<file path="config.mk">
export PLATFORM = sky130hd
export DESIGN_NAME = out_trace_collector
export DESIGN_NICKNAME = d
export VERILOG_FILES = /design/src/rtl/out_trace_collector.sv
export SDC_FILE = /design/constraint.sdc
export NUM_CORES = 1
export LEC_CHECK = 0
export CORE_MARGIN = 2
export CORE_UTILIZATION = 45
export CTS_BUF_LIST = sky130_fd_sc_hd__clkbuf_4
export CTS_CLUSTER_DIAMETER = 80
export DETAILED_ROUTE_END_ITERATION = 7
export SLEW_MARGIN = 20
export SYNTH_ARGS = -nofsm -noshare
export SYNTH_HDL_FRONTEND = slang
export SYNTH_SLANG_ARGS = --single-unit
export TNS_END_PERCENT = 10
</file>
<file path="constraint.sdc">
create_clock -name clk -period 15.2 [get_ports clk]
set_input_delay 3.04 -clock clk [delete_from_list [all_inputs] [get_ports clk]]
set_output_delay 3.04 -clock clk [all_outputs]
set_load 0.05 [all_outputs]
</file>
<file path="src/rtl/out_trace_collector.sv">
// Capture stage: samples the three DUT result words on each harness step and streams them as 3-word triples.
// Optional running stream signature on sig when TRACE_SIG_EN is defined.
module out_trace_collector #(
    parameter int unsigned DEPTH = 8,
    parameter int unsigned CNT_W = 16
) (
    input  logic                       clk,
    input  logic                       rst_n,
    input  logic                       sample_valid,
    input  logic [31:0]                out_0,
    input  logic [31:0]                out_1,
    input  logic [31:0]                out_2,
    output logic                       m_valid,
    input  logic                       m_ready,
    output logic [31:0]                m_data,
    output logic                       m_last,
    output logic [$clog2(DEPTH):0]     level,
    output logic                       overflow,
    output logic [CNT_W-1:0]           drop_cnt,
    output logic [31:0]                sig
);

    localparam int unsigned AW = $clog2(DEPTH);
    localparam int unsigned LW = AW + 1;

    logic [2:0][31:0] mem [DEPTH];
    logic [2:0][31:0] samp;
    logic [2:0][31:0] head;

    logic [AW-1:0] wr_ptr;
    logic [AW-1:0] rd_ptr;
    logic [AW-1:0] rd_nxt;
    logic [1:0]    idx;
    logic [1:0]    idx_nxt;
    logic [LW-1:0] level_nxt;
    logic          accept;
    logic          pop_done;
    logic          full;
    logic          push;
    logic          drop;
    logic          m_valid_nxt;
    logic [31:0]   m_data_nxt;
    logic          m_last_nxt;

    assign samp = {out_2, out_1, out_0};

    // Next-state for pointers, level and the registered stream outputs
    always_comb begin
        accept    = m_valid && m_ready;
        pop_done  = accept && (idx == 2'd2);
        full      = (level == LW'(DEPTH));
        push      = sample_valid && (!full || pop_done);
        drop      = sample_valid && full && !pop_done;
        idx_nxt   = idx;
        rd_nxt    = rd_ptr;
        level_nxt = level;
        if (accept) begin
            idx_nxt = (idx == 2'd2) ? 2'd0 : idx + 2'd1;
        end
        if (pop_done) begin
            rd_nxt = rd_ptr + AW'(1);
        end
        if (push && !pop_done) begin
            level_nxt = level + LW'(1);
        end else if (pop_done && !push) begin
            level_nxt = level - LW'(1);
        end
        // The entry becoming head may be the one written this very cycle
        head        = (push && (rd_nxt == wr_ptr)) ? samp : mem[rd_nxt];
        m_valid_nxt = (level_nxt != '0);
        m_data_nxt  = m_valid_nxt ? head[idx_nxt] : 32'h0;
        m_last_nxt  = m_valid_nxt && (idx_nxt == 2'd2);
    end

    // Triple storage, no reset needed
    always_ff @(posedge clk) begin
        if (push) begin
            mem[wr_ptr] <= samp;
        end
    end

    always_ff @(posedge clk or negedge rst_n) begin
        if (!rst_n) begin
            wr_ptr   <= '0;
            rd_ptr   <= '0;
            idx      <= 2'd0;
            level    <= '0;
            m_valid  <= 1'b0;
            m_data   <= 32'h0;
            m_last   <= 1'b0;
            overflow <= 1'b0;
            drop_cnt <= '0;
        end else begin
            if (push) begin
                wr_ptr <= wr_ptr + AW'(1);
            end
            rd_ptr  <= rd_nxt;
            idx     <= idx_nxt;
            level   <= level_nxt;
            m_valid <= m_valid_nxt;
            m_data  <= m_data_nxt;
            m_last  <= m_last_nxt;
            if (drop) begin
                overflow <= 1'b1;
                if (drop_cnt != '1) begin
                    drop_cnt <= drop_cnt + CNT_W'(1);
                end
            end
        end
    end

`ifdef TRACE_SIG_EN
    // Rotate-left-1 then XOR each accepted word
    always_ff @(posedge clk or negedge rst_n) begin
        if (!rst_n) begin
            sig <= 32'h0;
        end else if (accept) begin
            sig <= {sig[30:0], sig[31]} ^ m_data;
        end
    end
`else
    assign sig = 32'h0;
`endif

endmodule

</file>
# --- Word level (Yosys, flattened, before mapping) ---
# Memories as Yosys holds them, arrays and structs flattened.
# Cells that the tools add are included.
totals:
  register_bits: 63
  latchBits: 0
  mem_bits_rw: 768
  rom_bits: 0
  inputBits: 100
  out_inout_bits: 87
  word_cells: 48
  n_memories: 1
op_classes:
  n_addsub: 6
  mul: 0
  n_div: 0
  magnitude_cmp: 1
  eq_ne: 5
  n_shift: 0
  mux: 11
  bitwise: 0
  reduce_logical: 15
memory_table:
  columns: ["name", "words", "width", "rd", "rd_ports_with_merged_regs", "write_ports", "line", "rtl"]
  rows:
  - ["mem", 8, 96, 1, 0, 1, "26", "logic [2:0][31:0] mem [DEPTH];"]
ops:
  columns: ["op", "n"]
  rows:
  - ["$mux W96", 1]
  - ["$bmux W32 S2", 1]
  - ["$mux W32", 2]
  - ["$add A16 B1 Y16 const B", 1]
  - ["$ne A16 B16 Y1 const B", 1]
  - ["$logic_and A1 B1 Y1", 9]
  - ["$mux W4", 2]
  - ["$add A3 B1 Y3 const B", 2]
  - ["$add A4 B1 Y4 const B", 1]
  - ["$eq A2 B2 Y1 const B", 2]
  - ["$eq A4 B4 Y1 const B", 1]
  - ["$mux W2", 2]
  - ["$reduce_bool A4 Y1", 1]
  - ["$sub A4 B1 Y4 const B", 1]
  - ["$eq A3 B3 Y1", 1]
  - ["$logic_not A1 Y1", 3]
  - ["$lt A2 B3 Y1 const B", 1]
  - ["$mux W3", 1]
  - ["$add A2 B1 Y2 const B", 1]
  - ["$mux W1", 2]
  - ["$reduce_and A2 Y1", 1]
  - ["$logic_or A1 B1 Y1", 1]

# --- Logic depth before layout (Yosys ltp) ---
logic_depth:
  depth_word: 10
  ltp_mapped: 12
  depth_no_buf: 9

# --- Worst setup path after synthesis ---
# No wires, ideal clock.
synth_path:
  path_type: "input port to flip-flop"
  from: "input port m_ready"
  to: "memory mem[0][0] in the netlist's numbering (enable)"
  setup_time_ns: 0.786
  arrival_time_ns: 12.612
  required_ns: 14.414
  setup_slack_ns: 1.801
  cell_stages: 4
  n_path_buf: 1
  cell_sequence: "and4b_1 > buf_6 > o21ai_1 > nor4_1"
synth_between:
  elab_chain_len: 6
synth_lines:
  columns: ["element", "line", "rtl"]
  rows:
  - ["from (decl)", "14", "input logic m_ready,"]
  - ["$logic_and A1 B1 Y1", "49", "accept = m_valid && m_ready;"]
  - ["$logic_and A1 B1 Y1", "50", "pop_done = accept && (idx == 2'd2);"]
  - ["$logic_or A1 B1 Y1", "52", "push = sample_valid && (!full || pop_done);"]
  - ["$logic_and A1 B1 Y1", "52", null]
  - ["$mux W1", "77", "if (push) begin"]
  - ["$mux W1 (not written as such)", "78", "mem[wr_ptr] <= samp;"]
  - ["to (decl)", "26", null]
# Every way passes these cells.

# --- Final worst setup path ---
layout_path:
  from: "input port m_ready"
  to: "register m_data[13]"
layout_between:
  elab_chain_len: 10
  elab_cells_between_ends: 20
  cone_classes: "eq/ne (1); mux (8); reduce/logical (10); memory (1)"
layout_lines:
  columns: ["element", "line", "rtl"]
  rows:
  - ["$logic_and A1 B1 Y1 (*)", "49", null]
  - ["branches (longest 8 deep; another with $mem_v2 Z8 W96)", null, null]
  - ["$mux W32 (*)", "71", "m_data_nxt = m_valid_nxt ? head[idx_nxt] : 32'h0;"]
  - ["named net m_data_nxt[13]", "42", "logic [31:0] m_data_nxt;"]
  - ["to (signal assigned)", "101", "m_data <= m_data_nxt;"]
  - ["to (decl)", "15", "output logic [31:0] m_data,"]
# Mark *: on every way through the listed nets, which the timed path passes. The select of a mux whose other input is x is not followed.
# A chain may end at the register's enable or synchronous reset.

==> summary.md <==
| Metric | Value |
|---|---|
| Status | `complete, no violations` |
| Met3 Wirelength | `around 7.4 mm` |
| VDD IR max | `about 160 uV` |
| Hold wc startpoint | `overflow$_DFFE_PN0P_` |
| # IOs | `between 150 and 200` |
| FILL cells | `5836` |
| Mux contribution to synthesized area | `11.4%` |
| TritonCTS clock tree | `done` |
| Layout cells sized above 1 | `around a quarter` |
| Post-DR wirelength/cell | `25.2 um` |
| CP dominant cell by count | `buf_4` |
| Tot GR Track Use | `22.2%` |
| Highest metal used | `met5` |
| Layout net count | `2295` |
| Setup crit start kind | `input pin` |
| Initial drt markers | `between 1500 and 2000` |
| RSZ-0062 raised after global routing | `false` |
| Area grow syn2layout | `16.2%` |
| Slowest CP cell | `buf_4` |
| Vias per std cell | `about 5.7` |
| Power share of the clock group | `24.6%` |
| Leak pwr | `about 13 nW` |
| Internal cell power | `5.12 mW` |
| Synth Cell Area | `around 0.033 mm2` |
| Share of power burned in registers | `between 30% and 40%` |
| CP Buf/Inv Count | `4` |
| Congestion Overflow GR | `0` |
| DIE HEIGHT | `276 um` |
| Dominant synthesized flop cell | `edfxtp_1` |
| Post-Syn Instances | `roughly 1900` |
| R2r setup slk | `10.62 ns` |
| Post-Synth XOR/XNOR Area | `0.773%` |
| Root Buffer | `clkbuf_4` |
| Htree depth | `4` |
| Post-CTS sizing | `0` |
| Post-CTS Setup Bufs | `0` |
| CP endpoint kind | `flop` |
| Total wire length | `roughly 84 mm` |
| Clock slew at reported path FFs | `0.06 ns` |
| Most frequent cells in the layout | `768 x edfxtp_1, 346 x clkbuf_4, 153 x clkdlybuf4s50_1, 148 x nand2_1, 124 x mux2_2` |
| WS Path Type | `input pin to flop` |
| Post-synth EDFFs | `~770` |
| Max-Cap Viols | `0` |
| Post-synth ARST share | `between 7 and 8%` |
| Crit path time final | `approximately 6.6 ns` |
| Synth Area in Compound Gates | `about 7.3%` |
| TritonCTS Sinks | `approximately 830` |
| Critical Path End | `m_data[13]$_DFF_PN0_` |
| Crit-path cells | `clkdlybuf4s50_1 -> and4b_1 -> xnor2_4 -> buf_4 -> inv_6 -> buf_4 -> mux4_2 -> nand2_1 -> and3_1 -> o32ai_1` |
| Max-slew violation count | `0` |
| Initial Util | `a little under half` |
| CP Launch Point | `m_ready` |
| Vias | `roughly 19000` |
| Slew HR | `about a fifth` |
| Crit-path max FO | `86` |
| Syn Area/Cell | `17.5 um2` |
| Sequential element share of the synthesized area | `between 70% and 80%` |
| Post-DP HPWL | `44.2 mm` |
| Cell family with most CP delay | `buffers and inverters` |
| DRC viols | `0` |
| Synthesis Warnings | `0` |
| Final GP Congestion | `0.764` |
| Slew @ Worst Pin | `approximately 1.2 ns` |
| Sw frac | `between 30% and 40%` |
| # hold bufs at CTS | `0` |
| Initial antenna violation count | `6` |
| DRT Pass-1 Iters | `7` |
| Setup TNS Final | `0 ns` |
| Worst Clk Skew | `between 0.08 and 0.09 ns` |
| Critical Path RT | `between 15 and 20 ns` |
| Core Area | `approximately 0.073 mm2` |
| Commonest non-fill, non-tap cell in the layout | `edfxtp_1` |
| First-pass GRT wire length | `approximately 120 mm` |
| Die area | `0.0760 mm2` |
| Setup violations, final | `0` |
| Antenna-violating nets left | `0` |
| F_max | `roughly 150 MHz` |
| FP Rows | `between 90 and 100` |
| R2R Path Start | `idx[0]$_DFF_PN0_` |
| Stages on the worst setup path | `10` |
| Layout Cells excl Fill | `approximately 3300` |
| Placed insts | `just under 3000` |
| Fin util | `~53%` |
| Largest family of logic cells by synthesized area | `multiplexers` |
| HP Class | `flop to flop` |
| Die width | `around 280 um` |
| Reg2Reg Depth | `9` |
| CTS Buffer Depth | `3` |
| Fin crit share | `43.7%` |
| Crit path DAT | `about 7.5 ns` |
| Synth unique cells | `61` |
| Yosys reg bits | `just over 800` |
| FF-to-FF End | `m_data[13]$_DFF_PN0_` |
| Worst path max stage delay | `approximately 0.84 ns` |
| Synth Area in Adders | `less than 1%` |
| Clock latency on the worst-skew pair | `between 1 and 1.5 ns` |
| Met2 wire len | `approximately 40 mm` |
| Gate power share | `37.9%` |
| Vias in the first global route | `18900` |
| NetSw | `~3.0 mW` |
| Final Hold Fails | `0` |
| CTS buffer count | `around 210` |
| Port buffer count | `roughly 150` |
| Pwr Density | `between 200 and 250 mW/mm2` |
| M1 wire length | `approximately 36 mm` |
| Simple logic cell fraction of the synthesized area | `3.48%` |
| Largest net degree at the start of global routing | `170` |
==> registers in the layout (all words and copies together) (netlist names) <==
signal / flops
m_last: 1
rd_ptr: 3
level: 4
idx: 2
wr_ptr: 3
drop_cnt: 16
mem: 768
m_valid: 1
overflow: 1
m_data: 32
==> cell families after synthesis <==
| logic type | after synthesis |
|---|---|
| muxes | 284 |
| and+or+nand+nor | 248 |
| AOI/OAI and AO/OA | 350 |
| adders and majority gates | 6 |
| xor gates and xnor gates | 24 |
| other | 1 |
| buffers and inverters | 155 |
| DFF | 831 |
==> power by group through the flow <==
stage	combinational, mW	clock (mW)	sequential (mW)
6_report	3.06	1.99	3.03
5_1_grt	3.26	2.15	3.06
4_1_cts	3.06	2.04	3.03
3_5_place_dp	3.05	0	3.08
3_3_place_gp	3.02	0	3.07
2_1_floorplan	1.88	0	3.27
==> cell type report <==
| class | instances | area (um2) | share of cell area, % |
|---|---|---|---|
| flip-flops and latches | 831 | 24600 | 63.9 |
| multi-input cells | 944 | 7930 | 20.6 |
| clock buffers | 346 | 2600 | 6.73 |
| repair buffers | 194 | 1850 | 4.80 |
| well taps | 959 | 1200 | 3.11 |
| clock inverters | 36 | 307 | 0.795 |
| inverters | 10 | 42.5 | 0.110 |
| diodes | 2 | 5.00 | 0.0130 |
==> layer usage <==
layer | vias to the layer above | GRT usage (%)
li1 | 8307 | -
met1 | 9632 | 30.9
met2 | 752 | 33.6
met3 | 98 | 7.11
met4 | 6 | 6.47
met5 | - | 0
==> metrics by stage <==
stage | hold slack, ns | total power, mW | worst slack [ns] | area [um2]
floorplan | 0.559 | 5.15 | 1.80 | 33300
global placement | 0.467 | 6.09 | 7.50 | 35700
detailed placement | 0.462 | 6.13 | 7.51 | 35700
CTS | 0.481 | 8.12 | 8.62 | 38600
global route | 0.507 | 8.47 | 8.32 | 38600
finish | 0.472 | 8.07 | 8.56 | 38600
==> cells in the mapped netlist, types with 32 or more instances <==
| cell type | instances | area (um2) |
|---|---|---|
| mux4_2 | 62 | 1400 |
| buf_4 | 54 | 405 |
| clkbuf_1 | 53 | 199 |
| a32o_1 | 32 | 320 |
| a21oi_1 | 102 | 510 |
| and3_1 | 36 | 225 |
| edfxtp_1 | 768 | 23100 |
| mux2_2 | 124 | 1400 |
| o21ai_0 | 37 | 185 |
| o22ai_1 | 62 | 388 |
| nand2_1 | 148 | 556 |
| dfrtp_1 | 63 | 1580 |
| mux2i_1 | 95 | 951 |
==> how the worst min path moves through the flow <==
stage	endpoint	slack, ns	cells past startpoint
2_1_floorplan	wr_ptr[1]$_DFFE_PN0P_	0.56	3
6_report	overflow$_DFFE_PN0P_	0.47	1
4_1_cts	overflow$_DFFE_PN0P_	0.48	1
3_3_place_gp	overflow$_DFFE_PN0P_	0.47	1
5_1_grt	overflow$_DFFE_PN0P_	0.51	1
3_5_place_dp	overflow$_DFFE_PN0P_	0.46	1
No activity file was read; power rests on OpenSTA's default activity.
